===== config.mk =====
export PLATFORM = sky130hd
export DESIGN_NAME = stopwatch_core_flat
export DESIGN_NICKNAME = d
export VERILOG_FILES = /design/src/rtl/stopwatch_core_if.sv /design/src/rtl/stopwatch_core.sv /design/src/flat_wrapper.sv
export SDC_FILE = /design/constraint.sdc
export NUM_CORES = 1
export LEC_CHECK = 0
export ABC_AREA = 1
export BUFFER_PORTS_ARGS = -buffer_cell sky130_fd_sc_hd__buf_2
export CELL_PAD_IN_SITES_DETAIL_PLACEMENT = 1
export CELL_PAD_IN_SITES_GLOBAL_PLACEMENT = 2
export CORE_MARGIN = 1
export CORE_UTILIZATION = 33
export DETAILED_ROUTE_END_ITERATION = 10
export GPL_TIMING_DRIVEN = 0
export PLACE_DENSITY = 0.87
export SETUP_SLACK_MARGIN = 0.5
export SYNTH_ARGS = -nofsm -noshare
export SYNTH_HDL_FRONTEND = slang
export SYNTH_SLANG_ARGS = --single-unit

===== constraint.sdc =====
create_clock -name clk -period 1.9 [get_ports clk]
set_input_delay 0.57 -clock clk [delete_from_list [all_inputs] [get_ports clk]]
set_output_delay 0.57 -clock clk [all_outputs]
set_load 0.005 [all_outputs]

===== src/rtl/stopwatch_core_if.sv =====
// -----------------------------------------------------------------------------
// stopwatch_core_if
//   Signal bundle between the stopwatch control/display side and stopwatch_core.
//
//   Inputs to the core (driven by the master side):
//     msclk       divider output level; each rising edge is one 1 ms tick
//     start_stop  debounced level; each rising edge toggles run/pause
//     clear       debounced level; each rising edge zeroes time and stops
//   Outputs from the core (driven by the slave side):
//     running     1 while counting
//     ms_bcd      milliseconds, 3 BCD digits (hundreds in [11:8])
//     sec_bcd     seconds, 2 BCD digits
//     min_bcd     minutes, 2 BCD digits
//     sec_pulse   one-cycle pulse whenever the seconds value changes
//     wrapped     sticky roll-over flag
// -----------------------------------------------------------------------------
interface stopwatch_core_if;
  logic        msclk;
  logic        start_stop;
  logic        clear;
  logic        running;
  logic [11:0] ms_bcd;
  logic [7:0]  sec_bcd;
  logic [7:0]  min_bcd;
  logic        sec_pulse;
  logic        wrapped;

  modport master (
    output msclk,
    output start_stop,
    output clear,
    input  running,
    input  ms_bcd,
    input  sec_bcd,
    input  min_bcd,
    input  sec_pulse,
    input  wrapped
  );

  modport slave (
    input  msclk,
    input  start_stop,
    input  clear,
    output running,
    output ms_bcd,
    output sec_bcd,
    output min_bcd,
    output sec_pulse,
    output wrapped
  );
endinterface


===== src/rtl/stopwatch_core.sv =====
// -----------------------------------------------------------------------------
// stopwatch_core
//   Millisecond-resolution stopwatch. Rising edges of msclk (sampled in the clk
//   domain) each add one millisecond to a BCD cascade mm:ss.mmm. start_stop
//   edges toggle run/pause, clear edges zero the time and return to IDLE.
//   All outputs come straight from registers.
//
//   Parameters:
//     MIN_MAX     highest minute value before roll-over (1..99)
//   Ports:
//     clk         system clock, rising edge
//     reset       asynchronous, active-low
//     bus         stopwatch_core_if.slave (see interface header)
// -----------------------------------------------------------------------------
module stopwatch_core #(
  parameter int unsigned MIN_MAX = 59
) (
  input  logic             clk,
  input  logic             reset,
  stopwatch_core_if.slave  bus
);

  // Minute limit split into BCD digits at elaboration time.
  localparam logic [3:0] MAX_TENS  = 4'(MIN_MAX / 10);
  localparam logic [3:0] MAX_UNITS = 4'(MIN_MAX % 10);

  typedef enum logic [1:0] {
    IDLE  = 2'b00,
    RUN   = 2'b01,
    PAUSE = 2'b10
  } state_t;

  state_t     r_state;
  state_t     w_state_n;

  // "Previous" copies for edge detection; reset to 1 so that an input held
  // high through reset release never produces an edge.
  logic       r_msclk_prev;
  logic       r_ss_prev;
  logic       r_clr_prev;

  logic       w_tick;
  logic       w_ss_edge;
  logic       w_clr_edge;
  logic       w_count;

  // Time digits: hundreds/tens/units of ms, tens/units of s and min.
  logic [3:0] r_ms_h;
  logic [3:0] r_ms_t;
  logic [3:0] r_ms_u;
  logic [3:0] r_sec_t;
  logic [3:0] r_sec_u;
  logic [3:0] r_min_t;
  logic [3:0] r_min_u;

  logic [3:0] w_ms_h_n;
  logic [3:0] w_ms_t_n;
  logic [3:0] w_ms_u_n;
  logic [3:0] w_sec_t_n;
  logic [3:0] w_sec_u_n;
  logic [3:0] w_min_t_n;
  logic [3:0] w_min_u_n;

  // Carry chain: each flag means "this digit and all lower ones roll over".
  logic       w_c_ms_u;
  logic       w_c_ms_t;
  logic       w_c_ms;
  logic       w_c_sec_u;
  logic       w_c_sec;
  logic       w_c_min_u;
  logic       w_wrap;

  logic       r_running;
  logic       r_sec_pulse;
  logic       r_wrapped;

  // ---------------------------------------------------------------------------
  // Edge detection
  // ---------------------------------------------------------------------------
  always_ff @(posedge clk or negedge reset) begin
    if (!reset) begin
      r_msclk_prev <= 1'b1;
      r_ss_prev    <= 1'b1;
      r_clr_prev   <= 1'b1;
    end else begin
      r_msclk_prev <= bus.msclk;
      r_ss_prev    <= bus.start_stop;
      r_clr_prev   <= bus.clear;
    end
  end

  assign w_tick     = bus.msclk      & ~r_msclk_prev;
  assign w_ss_edge  = bus.start_stop & ~r_ss_prev;
  assign w_clr_edge = bus.clear      & ~r_clr_prev;

  // A tick counts only in the registered RUN state; a start edge in the same
  // cycle therefore never counts, while a stop edge still lets the tick in.
  assign w_count = (r_state == RUN) && w_tick && !w_clr_edge;

  // ---------------------------------------------------------------------------
  // State machine
  // ---------------------------------------------------------------------------
  always_ff @(posedge clk or negedge reset) begin
    if (!reset) begin
      r_state   <= IDLE;
      r_running <= 1'b0;
    end else begin
      r_state   <= w_state_n;
      r_running <= (w_state_n == RUN);
    end
  end

  always_comb begin
    w_state_n = r_state;
    if (w_clr_edge) begin
      w_state_n = IDLE;
    end else if (w_ss_edge) begin
      case (r_state)
        IDLE:    w_state_n = RUN;
        RUN:     w_state_n = PAUSE;
        PAUSE:   w_state_n = RUN;
        default: w_state_n = IDLE;
      endcase
    end
  end

  // ---------------------------------------------------------------------------
  // BCD cascade next values (one millisecond later)
  // ---------------------------------------------------------------------------
  always_comb begin
    w_c_ms_u  = (r_ms_u == 4'd9);
    w_c_ms_t  = w_c_ms_u && (r_ms_t == 4'd9);
    w_c_ms    = w_c_ms_t && (r_ms_h == 4'd9);
    w_c_sec_u = w_c_ms && (r_sec_u == 4'd9);
    w_c_sec   = w_c_sec_u && (r_sec_t == 4'd5);
    w_c_min_u = w_c_sec && (r_min_u == 4'd9);
    w_wrap    = w_c_sec && (r_min_t == MAX_TENS) && (r_min_u == MAX_UNITS);

    w_ms_u_n  = w_c_ms_u  ? '0 : r_ms_u + 4'd1;

    w_ms_t_n  = r_ms_t;
    if (w_c_ms_t)      w_ms_t_n = '0;
    else if (w_c_ms_u) w_ms_t_n = r_ms_t + 4'd1;

    w_ms_h_n  = r_ms_h;
    if (w_c_ms)        w_ms_h_n = '0;
    else if (w_c_ms_t) w_ms_h_n = r_ms_h + 4'd1;

    w_sec_u_n = r_sec_u;
    if (w_c_sec_u)     w_sec_u_n = '0;
    else if (w_c_ms)   w_sec_u_n = r_sec_u + 4'd1;

    w_sec_t_n = r_sec_t;
    if (w_c_sec)        w_sec_t_n = '0;
    else if (w_c_sec_u) w_sec_t_n = r_sec_t + 4'd1;

    // The minute limit need not end in 9, so wrap overrides the units carry.
    w_min_u_n = r_min_u;
    if (w_wrap || w_c_min_u) w_min_u_n = '0;
    else if (w_c_sec)        w_min_u_n = r_min_u + 4'd1;

    w_min_t_n = r_min_t;
    if (w_wrap)         w_min_t_n = '0;
    else if (w_c_min_u) w_min_t_n = r_min_t + 4'd1;
  end

  // ---------------------------------------------------------------------------
  // Time registers, seconds pulse and wrap flag
  // ---------------------------------------------------------------------------
  always_ff @(posedge clk or negedge reset) begin
    if (!reset) begin
      r_ms_h      <= '0;
      r_ms_t      <= '0;
      r_ms_u      <= '0;
      r_sec_t     <= '0;
      r_sec_u     <= '0;
      r_min_t     <= '0;
      r_min_u     <= '0;
      r_sec_pulse <= 1'b0;
      r_wrapped   <= 1'b0;
    end else begin
      r_sec_pulse <= 1'b0;
      if (w_clr_edge) begin
        r_ms_h    <= '0;
        r_ms_t    <= '0;
        r_ms_u    <= '0;
        r_sec_t   <= '0;
        r_sec_u   <= '0;
        r_min_t   <= '0;
        r_min_u   <= '0;
        r_wrapped <= 1'b0;
      end else if (w_count) begin
        r_ms_h      <= w_ms_h_n;
        r_ms_t      <= w_ms_t_n;
        r_ms_u      <= w_ms_u_n;
        r_sec_t     <= w_sec_t_n;
        r_sec_u     <= w_sec_u_n;
        r_min_t     <= w_min_t_n;
        r_min_u     <= w_min_u_n;
        // Seconds change on every millisecond carry, including the wrap.
        r_sec_pulse <= w_c_ms;
        if (w_wrap) r_wrapped <= 1'b1;
      end
    end
  end

  // ---------------------------------------------------------------------------
  // Outputs
  // ---------------------------------------------------------------------------
  assign bus.running   = r_running;
  assign bus.ms_bcd    = {r_ms_h, r_ms_t, r_ms_u};
  assign bus.sec_bcd   = {r_sec_t, r_sec_u};
  assign bus.min_bcd   = {r_min_t, r_min_u};
  assign bus.sec_pulse = r_sec_pulse;
  assign bus.wrapped   = r_wrapped;

endmodule

===== src/flat_wrapper.sv =====
// flat-port wrapper written by rule: the top's interface ports become plain ports
module stopwatch_core_flat 
#(
  parameter int unsigned MIN_MAX = 59
)
  (clk, reset, bus_msclk, bus_start_stop, bus_clear, bus_running, bus_ms_bcd, bus_sec_bcd, bus_min_bcd, bus_sec_pulse, bus_wrapped);
  stopwatch_core_if bus_i ();
  input  logic clk;
  input  logic reset;
  input wire logic [$bits(bus_i.msclk)-1:0] bus_msclk;
  input wire logic [$bits(bus_i.start_stop)-1:0] bus_start_stop;
  input wire logic [$bits(bus_i.clear)-1:0] bus_clear;
  output wire logic [$bits(bus_i.running)-1:0] bus_running;
  output wire logic [$bits(bus_i.ms_bcd)-1:0] bus_ms_bcd;
  output wire logic [$bits(bus_i.sec_bcd)-1:0] bus_sec_bcd;
  output wire logic [$bits(bus_i.min_bcd)-1:0] bus_min_bcd;
  output wire logic [$bits(bus_i.sec_pulse)-1:0] bus_sec_pulse;
  output wire logic [$bits(bus_i.wrapped)-1:0] bus_wrapped;
  assign bus_i.msclk = bus_msclk;
  assign bus_i.start_stop = bus_start_stop;
  assign bus_i.clear = bus_clear;
  assign bus_running = bus_i.running;
  assign bus_ms_bcd = bus_i.ms_bcd;
  assign bus_sec_bcd = bus_i.sec_bcd;
  assign bus_min_bcd = bus_i.min_bcd;
  assign bus_sec_pulse = bus_i.sec_pulse;
  assign bus_wrapped = bus_i.wrapped;
  stopwatch_core #(.MIN_MAX(MIN_MAX)) u_core (.clk(clk), .reset(reset), .bus(bus_i));
endmodule

==> results of run 1 <==
sequential cells by signal, summed over array words and instances, names as in the netlist, 2 cells and up:
signal and count:
u_core.r_min_t 4, u_core.r_ms_u 4, u_core.r_state 2, u_core.r_ms_t 4
u_core.r_ms_h 4, u_core.r_min_u 4, u_core.r_sec_u 4, u_core.r_sec_t 4
synthesized netlist by cell type (3+ instances only):
cell type / instances / area, sq um
nor2_4: 4 / 45.0
nor3_1: 4 / 20.0
ha_1: 14 / 175
nand3_1: 16 / 80.1
dfstp_2: 3 / 78.8
inv_1: 33 / 124
o21ai_0: 11 / 55.1
inv_2: 5 / 18.8
a21oi_1: 7 / 35.0
nand2_1: 36 / 135
dfrtp_1: 33 / 826
nor2_1: 19 / 71.3
nand4_1: 4 / 25.0
nand3_2: 3 / 30.0
xor2_1: 8 / 70.1
o21ai_1: 6 / 30.0
o22ai_1: 3 / 18.8
layer usage:
layer | vias to the layer above | share of wire, % | wire length, um | track usage [%]
li1 | 933 | - | - | -
met2 | 40 | 53 | 3040 | 32.8
met5 | - | 0 | 0 | 0
met1 | 943 | 42 | 2430 | 22.1
met4 | 0 | 1.4 | 80 | 6.55
met3 | 7 | 3.2 | 185 | 3.79
critical path, stage by stage (launching register included):
cell,delay [ns]
dfrtp_1,0.41
buf_4,0.14
buf_6,0.10
buf_2,0.12
final cells by class:
cell class,count,area share (%)
clock buffer,6,2.36
inverter,40,5.66
clock inverter,2,1.14
timing repair buffer,94,22.5
tap,72,2.93
buffer,1,0.163
sequential,36,29.6
multi-input combinational,149,35.6
power by group:
group / leakage [nW] / internal [mW] / switching [mW] / total [mW]
combinational: 1.04 / 0.692 / 0.570 / 1.26
sequential: 0.457 / 0.914 / 0.123 / 1.04
clock: 0.0552 / 0.390 / 0.311 / 0.701
kinds of logic (layout without fill, tap and decap cells):
kind of cell	after synthesis	count (layout)	synth area share (%)
AO/OA/AOI/OAI	30	30	8.24
XOR/XNOR	9	9	3.99
adder cells (fa/ha/maj)	14	14	8.87
buffers and inverters	41	143	7.92
flip-flops	36	36	45.8
multiplexers	2	2	1.01
AND/OR/NAND/NOR	94	94	24.1
timing repair:
action	4_1_cts	5_1_grt
pin swaps	3	14
setup endpoints to repair	54	56
buffers inserted	30	29
gates resized for setup	20	49
path summary, 6_finish.rpt:
path	startpoint	to	slack, ns	cells past startpoint
hold reg to reg	u_core.bus.wrapped	u_core.bus.wrapped	0.55	2
max in group asynchronous	reset	u_core.r_sec_u[0]	0.93	1
setup reg to reg	u_core.r_ms_t[1]	u_core.r_min_u[1]	0.28	11
hold / removal	reset	u_core.r_ms_h[1]	0.36	1
setup / recovery	u_core.r_ms_t[1]	bus_ms_bcd[5]	0.25	3
min in group clk	bus_start_stop	u_core.r_ss_prev	0.37	1
per-stage QoR:
step / worst slack, ns / hold WS, ns
after floorplan: 0.398 / 0.274
after global placement: 0.0390 / 0.528
after detailed placement: 0.0268 / 0.541
after CTS: 0.260 / 0.364
after global routing: 0.155 / 0.370
final: 0.247 / 0.359
==> reports/metrics.cfg, run 1 <==
[global_route]
grt_overflow_total=0
grt_pass1_vias=1913
grt_max_degree=37
grt_pass1_wl_um=8960
antenna_found_initial=0
track_usage_pct=18.5

[route]
drt_iter0_markers=74
drtAntennaViolNets=0
wire_per_inst_um=14.3
wl_um=5740
via_per_inst=4.81
drc=0
num_vias=1923
first_pass_iters=4

[synth]
synthDistinctLibCells=29
ys_warn_count=0
synth_edf_count=0
synth-seq-area-share_pct=45.8
syn_area_sq_um=1970
synth_cells=226
ys_ff_latch=36
syn-num-nets=245
async_flop_share_pct=100
syn_area_per_cell_sq_um=8.74
synth_ff_type=dfrtp_1

[clock_network]
numClockSinks=36
ctsHoldBuffers=0
clk_latency_ns=0.31
htreeDepth=2
cts_root_buf=clkbuf_8
cts_buffers=5
clock_path_buffers=2
cts_tree=built
clk_pin_slew_ns=0.09

[sta]
period_minus_slack_ns=1.65
rsz0062_at_grt=true
worst_slew_pin_slew_ns=0.851
fin_setup_tns_ns=0
setup_viol=0
skew_ns=0.0169
finalCritPeriodShare_pct=87.0
fmax_ghz=0.605
slew-limit-headroom_pct=43.3
drv_slew=0
hold_violations=0

[critical_path]
cp.required_ns=1.33
arrival_ns=1.08
critPathMaxFanout=2
cp-start-kind=flop
worstSetupPathType=flop to output port
end_kind=output port

[finish]
final_area_sq_um=3070
utilization_pct=54.4
multi_input_area_sq_um=1090
fillers=662
antennaDiodeCount=0
register_area_sq_um=910
final_cells=400
syn2layout_area_growth_pct=55.5
finish.net_count=346
drive_above_1_share_pct=47.9
layout_common_cells=52 x buf_4, 30 x nand2_1, 30 x buf_2, 29 x dfrtp_1, 27 x inv_1
final_common_cell=buf_4

[power]
total_power_mw=3.00
p_leak_nw=1.55
power_density_nw_per_um2=977
ir_worst_vdd_uv=458

[worst_hold_path]
hold_path.class=primary input to async pin

[floorplan]
dieArea_sq_um=6300
fp-row-count=27
die_w_um=79.4
start_util_pct=35.0
core_area_sq_um=5640
die_height_um=79.4
ioPinCount=36

[placed_design]
hpwl_um=3300
portBuffers=35
place.gp.congestion=0.746
place_inst=333
postPlaceCellArea_sq_um=2270

[job]
drv_cap=0

[outcome]
status=complete, no violations

Power figures use the tool's default switching activity.
==> run 2: changes to the inputs <==
--- a/config.mk
+++ b/config.mk
@@ -9,6 +9,7 @@
 export BUFFER_PORTS_ARGS = -buffer_cell sky130_fd_sc_hd__buf_2
 export CELL_PAD_IN_SITES_DETAIL_PLACEMENT = 1
 export CELL_PAD_IN_SITES_GLOBAL_PLACEMENT = 2
+export CORE_ASPECT_RATIO = 1.2
 export CORE_MARGIN = 1
 export CORE_UTILIZATION = 33
 export DETAILED_ROUTE_END_ITERATION = 10
==> reports/metrics.cfg, run 2 (same netlist as run 1, synthesis figures left out) <==
[outcome]
status=complete, no violations

[critical_path]
worstSetupPathType=flop to flop
crit_family=flip-flops
max_stage_delay_ns=0.42  ; about the same
end_kind=flop
critPathMaxFanout=7  ; +5
cp-start-kind=flop
cp_cell_sequence=inv_1 -> ha_1 -> nand2_1 -> o21ai_1 -> nand3_4 -> inv_4 -> nand2_1 -> a21oi_2
crit_path_frequent_cell=nand2_1
cp.required_ns=2.12  ; +0.79 ns
arrival_ns=1.88  ; +0.80 ns
crit_slowest_cell=dfrtp_1
critPathBufInv=2  ; -1

[finish]
syn2layout_area_growth_pct=49.6
drive_above_1_share_pct=44.9  ; -3.0 points
final_cells=401  ; +0.25%
layout_common_cells=49 x buf_4, 35 x nand2_1, 33 x buf_2, 30 x inv_1, 29 x dfrtp_1
fillers=694  ; +4.8%
antennaDiodeCount=0  ; unchanged
utilization_pct=51.8  ; -2.7 points
final_common_cell=buf_4
finish.net_count=339  ; -2.0%

[route]
wl_um=5490  ; -4.4%
wire_per_inst_um=13.7  ; -4.6%
drc=0  ; unchanged
first_pass_iters=4  ; unchanged
drtAntennaViolNets=0  ; unchanged
drt_iter0_markers=43  ; -42%
num_vias=1887  ; -1.9%
via_per_inst=4.71  ; -2.1%

[power]
p_leak_nw=1.50  ; -3.5%
ir_worst_vdd_uv=354  ; -23%
power_density_nw_per_um2=936  ; -4.1%
total_power_mw=2.77  ; -7.8%

[floorplan]
fp-row-count=30  ; +11%
dieArea_sq_um=6300  ; about the same
die_height_um=86.7  ; +9.3%
core_area_sq_um=5710  ; +1.1%
die_w_um=72.6  ; -8.5%
start_util_pct=34.6  ; -0.39 points
ioPinCount=36  ; unchanged

[clock_network]
htreeDepth=2  ; unchanged
clk_pin_slew_ns=0.08  ; about the same
cts_buffers=5  ; unchanged
clk_latency_ns=0.29  ; -0.02 ns
clock_path_buffers=2  ; unchanged
cts_root_buf=clkbuf_8
cts_tree=built
numClockSinks=36  ; unchanged

[sta]
drv_slew=0  ; unchanged
worst_slew_pin_slew_ns=0.836  ; -0.0149 ns
hold_violations=0  ; unchanged
fin_hold_ws_ns=0.374  ; +0.0145 ns
setup_viol=0  ; unchanged
rsz0062_at_grt=true
fmax_ghz=0.603  ; -0.29%
finalCritPeriodShare_pct=87.3  ; +0.26 points
skew_ns=0.00946  ; -0.00742 ns
slew-limit-headroom_pct=44.3  ; +1.0 points
period_minus_slack_ns=1.66  ; +0.00487 ns
fin_setup_tns_ns=0  ; unchanged

[global_route]
track_usage_pct=17.6  ; -0.95 points
grt_pass1_wl_um=8510  ; -5.0%
antenna_found_initial=0  ; unchanged
grt_pass1_vias=1937  ; +1.3%
grt_max_degree=37  ; unchanged
grt_overflow_total=0  ; unchanged

[placed_design]
place_inst=341  ; +2.4%
portBuffers=35  ; unchanged
place.gp.congestion=0.768  ; +3.0%
hpwl_um=3240  ; -1.6%

[job]
drv_cap=0  ; unchanged

[worst_hold_path]
hold_path.class=primary input to async pin

## run 2: changes by cell type in the layout (fill, tap and decap cells not counted), sizes merged
cell    before  now
buf         95   88
inv         37   39
bufinv       1    0
clkinv       4    3
## run 2: worst paths after layout
path / cells past startpoint / slack [ns] / endpoint / start
max reg2reg: 8 / 0.24 / u_core.r_min_t[3] / u_core.r_sec_t[1]
min in group clk: 1 / 0.39 / u_core.r_ss_prev / bus_start_stop
min reg2reg: 2 / 0.54 / u_core.bus.wrapped / u_core.bus.wrapped
max: 8 / 0.24 / u_core.r_min_t[3] / u_core.r_sec_t[1]
max in group asynchronous: 1 / 0.95 / u_core.r_sec_u[0] / reset
min: 1 / 0.37 / u_core.r_ms_h[3] / reset
## run 2: per-stage QoR
step	worst slack (ns)	area, sq um
2_1_floorplan	0.398	2000
3_3_place_gp	0.0381	2280
3_5_place_dp	0.0161	2280
4_1_cts	0.283	2730
5_1_grt	0.140	2950
6_report	0.242	2950
## run 2: area by class of cell
type	instances	area, sq um	share of cell area [%]
plain buffers	1	5.00	0.169
clock buffers	6	82.6	2.80
clock inverters	2	10.0	0.339
inverters	40	166	5.64
multi-input cells	149	1080	36.7
flip-flops and latches	36	910	30.8
well taps	80	100	3.39
repair buffers	87	596	20.2
## run 2: per-layer routing
metal / GRT usage, % / share of wire [%]
met1: 19.7 / 40
met2: 33.0 / 55
met3: 2.44 / 2.4
met4: 6.95 / 2.6
met5: 0 / 0
## run 2: timing repair
item / CTS / global route
hold buffers: 0 / 0
pin swaps: 8 / 10
gates resized for setup: 28 / 23
setup buffers: 34 / 18
setup endpoints to repair: 53 / 55
## run 2: power breakdown
group | switching, mW | leakage (nW) | total [mW] | internal (mW)
Sequential | 0.126 | 0.457 | 1.04 | 0.916
Combinational | 0.529 | 0.990 | 1.15 | 0.617
Clock | 0.288 | 0.0510 | 0.577 | 0.290
Total | 0.943 | 1.50 | 2.77 | 1.82
==> run 3: changes to the inputs <==
--- a/config.mk
+++ b/config.mk
@@ -5,13 +5,12 @@
 export SDC_FILE = /design/constraint.sdc
 export NUM_CORES = 1
 export LEC_CHECK = 0
-export ABC_AREA = 1
 export BUFFER_PORTS_ARGS = -buffer_cell sky130_fd_sc_hd__buf_2
 export CELL_PAD_IN_SITES_DETAIL_PLACEMENT = 1
 export CELL_PAD_IN_SITES_GLOBAL_PLACEMENT = 2
 export CORE_ASPECT_RATIO = 1.2
 export CORE_MARGIN = 1
-export CORE_UTILIZATION = 33
+export CORE_UTILIZATION = 34
 export DETAILED_ROUTE_END_ITERATION = 10
 export GPL_TIMING_DRIVEN = 0
 export PLACE_DENSITY = 0.87
==> reports/metrics.cfg, run 3 <==
[outcome]
status=complete, no violations

[finish]
final_area_sq_um=3060  ; +3.6%
syn2layout_area_growth_pct=53.5
drive_above_1_share_pct=47.5  ; +2.6 points
final_cells=379  ; -5.5%
finish.net_count=317  ; -6.5%
final_common_cell=buf_4
antennaDiodeCount=0  ; unchanged
layout_common_cells=34 x buf_4, 31 x buf_2, 27 x dfrtp_1, 24 x buf_6, 15 x nor2_1

[floorplan]
ioPinCount=36  ; unchanged
fp-row-count=30  ; unchanged
die_w_um=71.9  ; -0.98%
core_area_sq_um=5670  ; -0.66%
start_util_pct=35.2  ; +0.56 points
dieArea_sq_um=6170  ; -2.0%
die_height_um=85.9  ; -0.99%

[sta]
rsz0062_at_grt=true
period_minus_slack_ns=1.85  ; +0.193 ns
slew-limit-headroom_pct=42.2  ; -2.1 points
worst_slack_ns=0.0492  ; -0.193 ns
fmax_ghz=0.540  ; -10%
worst_slew_pin_slew_ns=0.867  ; +0.0318 ns
drv_slew=0  ; unchanged
fin_setup_tns_ns=0  ; unchanged
setup_viol=0  ; unchanged
skew_ns=0.0133  ; +0.00380 ns
hold_violations=0  ; unchanged
finalCritPeriodShare_pct=97.4  ; +10 points

[synth]
synth_ff_type=dfrtp_1
synth_most_common_cell=dfrtp_1
syn_area_per_cell_sq_um=9.63  ; +10%
yosys.area.top_type=dfrtp_1
synth_edf_count=0  ; unchanged
synth.cells.most_frequent=33 x dfrtp_1, 21 x a21oi_1, 15 x nand2_1, 15 x nor2_1, 14 x ha_1
synthTopCellsByArea=dfrtp_1 41%, ha_1 8.8%, a21oi_1 5.3%
ys_warn_count=0  ; unchanged
syn-num-nets=226  ; -7.8%
synth_top_area_share_pct=41.4  ; -0.39 points
ys_ff_latch=36  ; unchanged
synthDistinctLibCells=38  ; +31%
syn_area_sq_um=1990  ; +0.95%
async_flop_share_pct=100  ; unchanged
synth_cells=207  ; -8.4%
synth-seq-area-share_pct=45.4  ; -0.43 points

[route]
wire_per_inst_um=16.9  ; +23%
wl_um=6400  ; +17%
drt_iter0_markers=68  ; +58%
drc=0  ; unchanged
first_pass_iters=4  ; unchanged
num_vias=1961  ; +3.9%
drtAntennaViolNets=0  ; unchanged
via_per_inst=5.17  ; +10%

[placed_design]
hpwl_um=3450  ; +6.3%
post-place-ws_ns=-0.108  ; -0.125 ns
place_inst=322  ; -5.6%
postPlaceCellArea_sq_um=2340  ; +2.7%
place.gp.congestion=0.712  ; -7.3%
portBuffers=35  ; unchanged

[worst_hold_path]
hold_path.class=primary input to flop
holdPathStages=1
min_to=u_core.r_ss_prev
hold_path.startpoint=bus_start_stop

[power]
ir_worst_vdd_uv=346  ; -2.2%
power_density_nw_per_um2=553  ; -41%
p_leak_nw=1.47  ; -2.2%

[critical_path]
reg2reg_from=u_core.r_ms_t[1]
r2r-end=u_core.r_min_u[1]
arrival_ns=2.08  ; +0.20 ns
ff2ff_path_depth=8  ; unchanged
cp.required_ns=2.13  ; about the same
critPathMaxFanout=5  ; -2
rrSetupSlack_ns=0.05  ; -0.19 ns
critPathLaunch=u_core.r_ms_t[1]
worstSetupPathType=flop to flop
end_kind=flop
cp-start-kind=flop

[global_route]
antenna_found_initial=0  ; unchanged
track_usage_pct=19.9  ; +2.4 points
grt_overflow_total=0  ; unchanged
grt_pass1_wl_um=9600  ; +13%
grt_pass1_vias=1948  ; +0.57%
grt_max_degree=37  ; unchanged

[clock_network]
clk_pin_slew_ns=0.08  ; about the same
numClockSinks=36  ; unchanged
ctsHoldBuffers=0  ; unchanged
clk_latency_ns=0.29  ; about the same
cts_tree=built
cts_buffers=5  ; unchanged
clock_path_buffers=2  ; unchanged
htreeDepth=2  ; unchanged
cts_root_buf=clkbuf_8

[job]
drv_cap=0  ; unchanged

==> run 3: changes by cell type after synthesis, moves of 6 or more <==
| cell | delta |
|---|---|
| and3b_1 | +7 |
| a21oi_1 | +14 |
| or4_1 | +8 |
| xor2_1 | -8 |
| or3_1 | +8 |
| nand3_1 | -9 |
| nor3_1 | +6 |
| o21ai_1 | -6 |
| nand2_1 | -21 |
| inv_1 | -24 |
==> run 3: stage by stage <==
stage	util (%)	hold WS, ns	power [mW]
after floorplan	-	0.274	0.891
after global placement	41.3	0.470	0.941
after detailed placement	41.3	0.477	0.946
after CTS	47.7	0.370	1.66
after global routing	54.0	0.359	1.76
final	54.0	0.371	1.69
==> run 3: layer usage <==
metal	global-route usage (%)	vias up	part of all wire [%]
met1	23.7	996	42
met5	0	-	0
met4	5.17	0	1.2
met3	3.06	8	1.9
li1	-	923	-
met2	37.0	34	55
==> run 3: repair_timing <==
action | in CTS | in global routing
cloned | 1 | 0
pin swaps | 5 | 7
endpoints found under the setup margin | 59 | 58
gates resized for setup | 29 | 31
buffers inserted | 18 | 30
==> run 3: where the power goes <==
part	total [mW]	switching [mW]	internal, mW
combinational	0.189	0.0981	0.0909
sequential	0.809	0.0179	0.791
clock	0.696	0.305	0.390
==> run 3: area by class of cell <==
cell class	instances	area, sq um
fill	647	2610
multi-input combinational	152	1160
sequential	36	912
timing repair buffer	84	634
buffer	10	111
tap	80	100
clock buffer	6	72.6
clock inverter	2	35.0
inverter	9	33.8
==> run 3: cells by family (layout without fill, tap and decap cells) <==
| logic type | after synthesis | count (layout) | share of synthesized area, % |
|---|---|---|---|
| buf+inv | 19 | 111 | 4.27 |
| xor+xnor | 1 | 1 | 0.440 |
| mux | 6 | 6 | 3.01 |
| fa+ha+maj | 14 | 14 | 8.79 |
| flops | 36 | 36 | 45.4 |
| compound gates | 41 | 41 | 11.3 |
| simple gates | 90 | 90 | 26.8 |
==> run 3: worst max path at each step <==
stage / to / slack, ns / cells after the start
global placement: u_core.r_ms_h[3] / -0.10 / 6
global route: u_core.r_min_t[1] / -0.01 / 8
detailed placement: u_core.r_ms_h[3] / -0.11 / 6
floorplan: u_core.r_min_t[1] / 0.12 / 6
finish: u_core.r_min_u[1] / 0.05 / 8
CTS: u_core.r_min_t[1] / 0.07 / 7
==> run 3: critical path, cell delays in order (launching register included) <==
cell	delay, ns
dfrtp_1	0.40
inv_1	0.06
ha_1	0.13
and3b_1	0.17
buf_6	0.12
nand4_4	0.09
buf_6	0.15
or4_4	0.53
a21oi_2	0.14
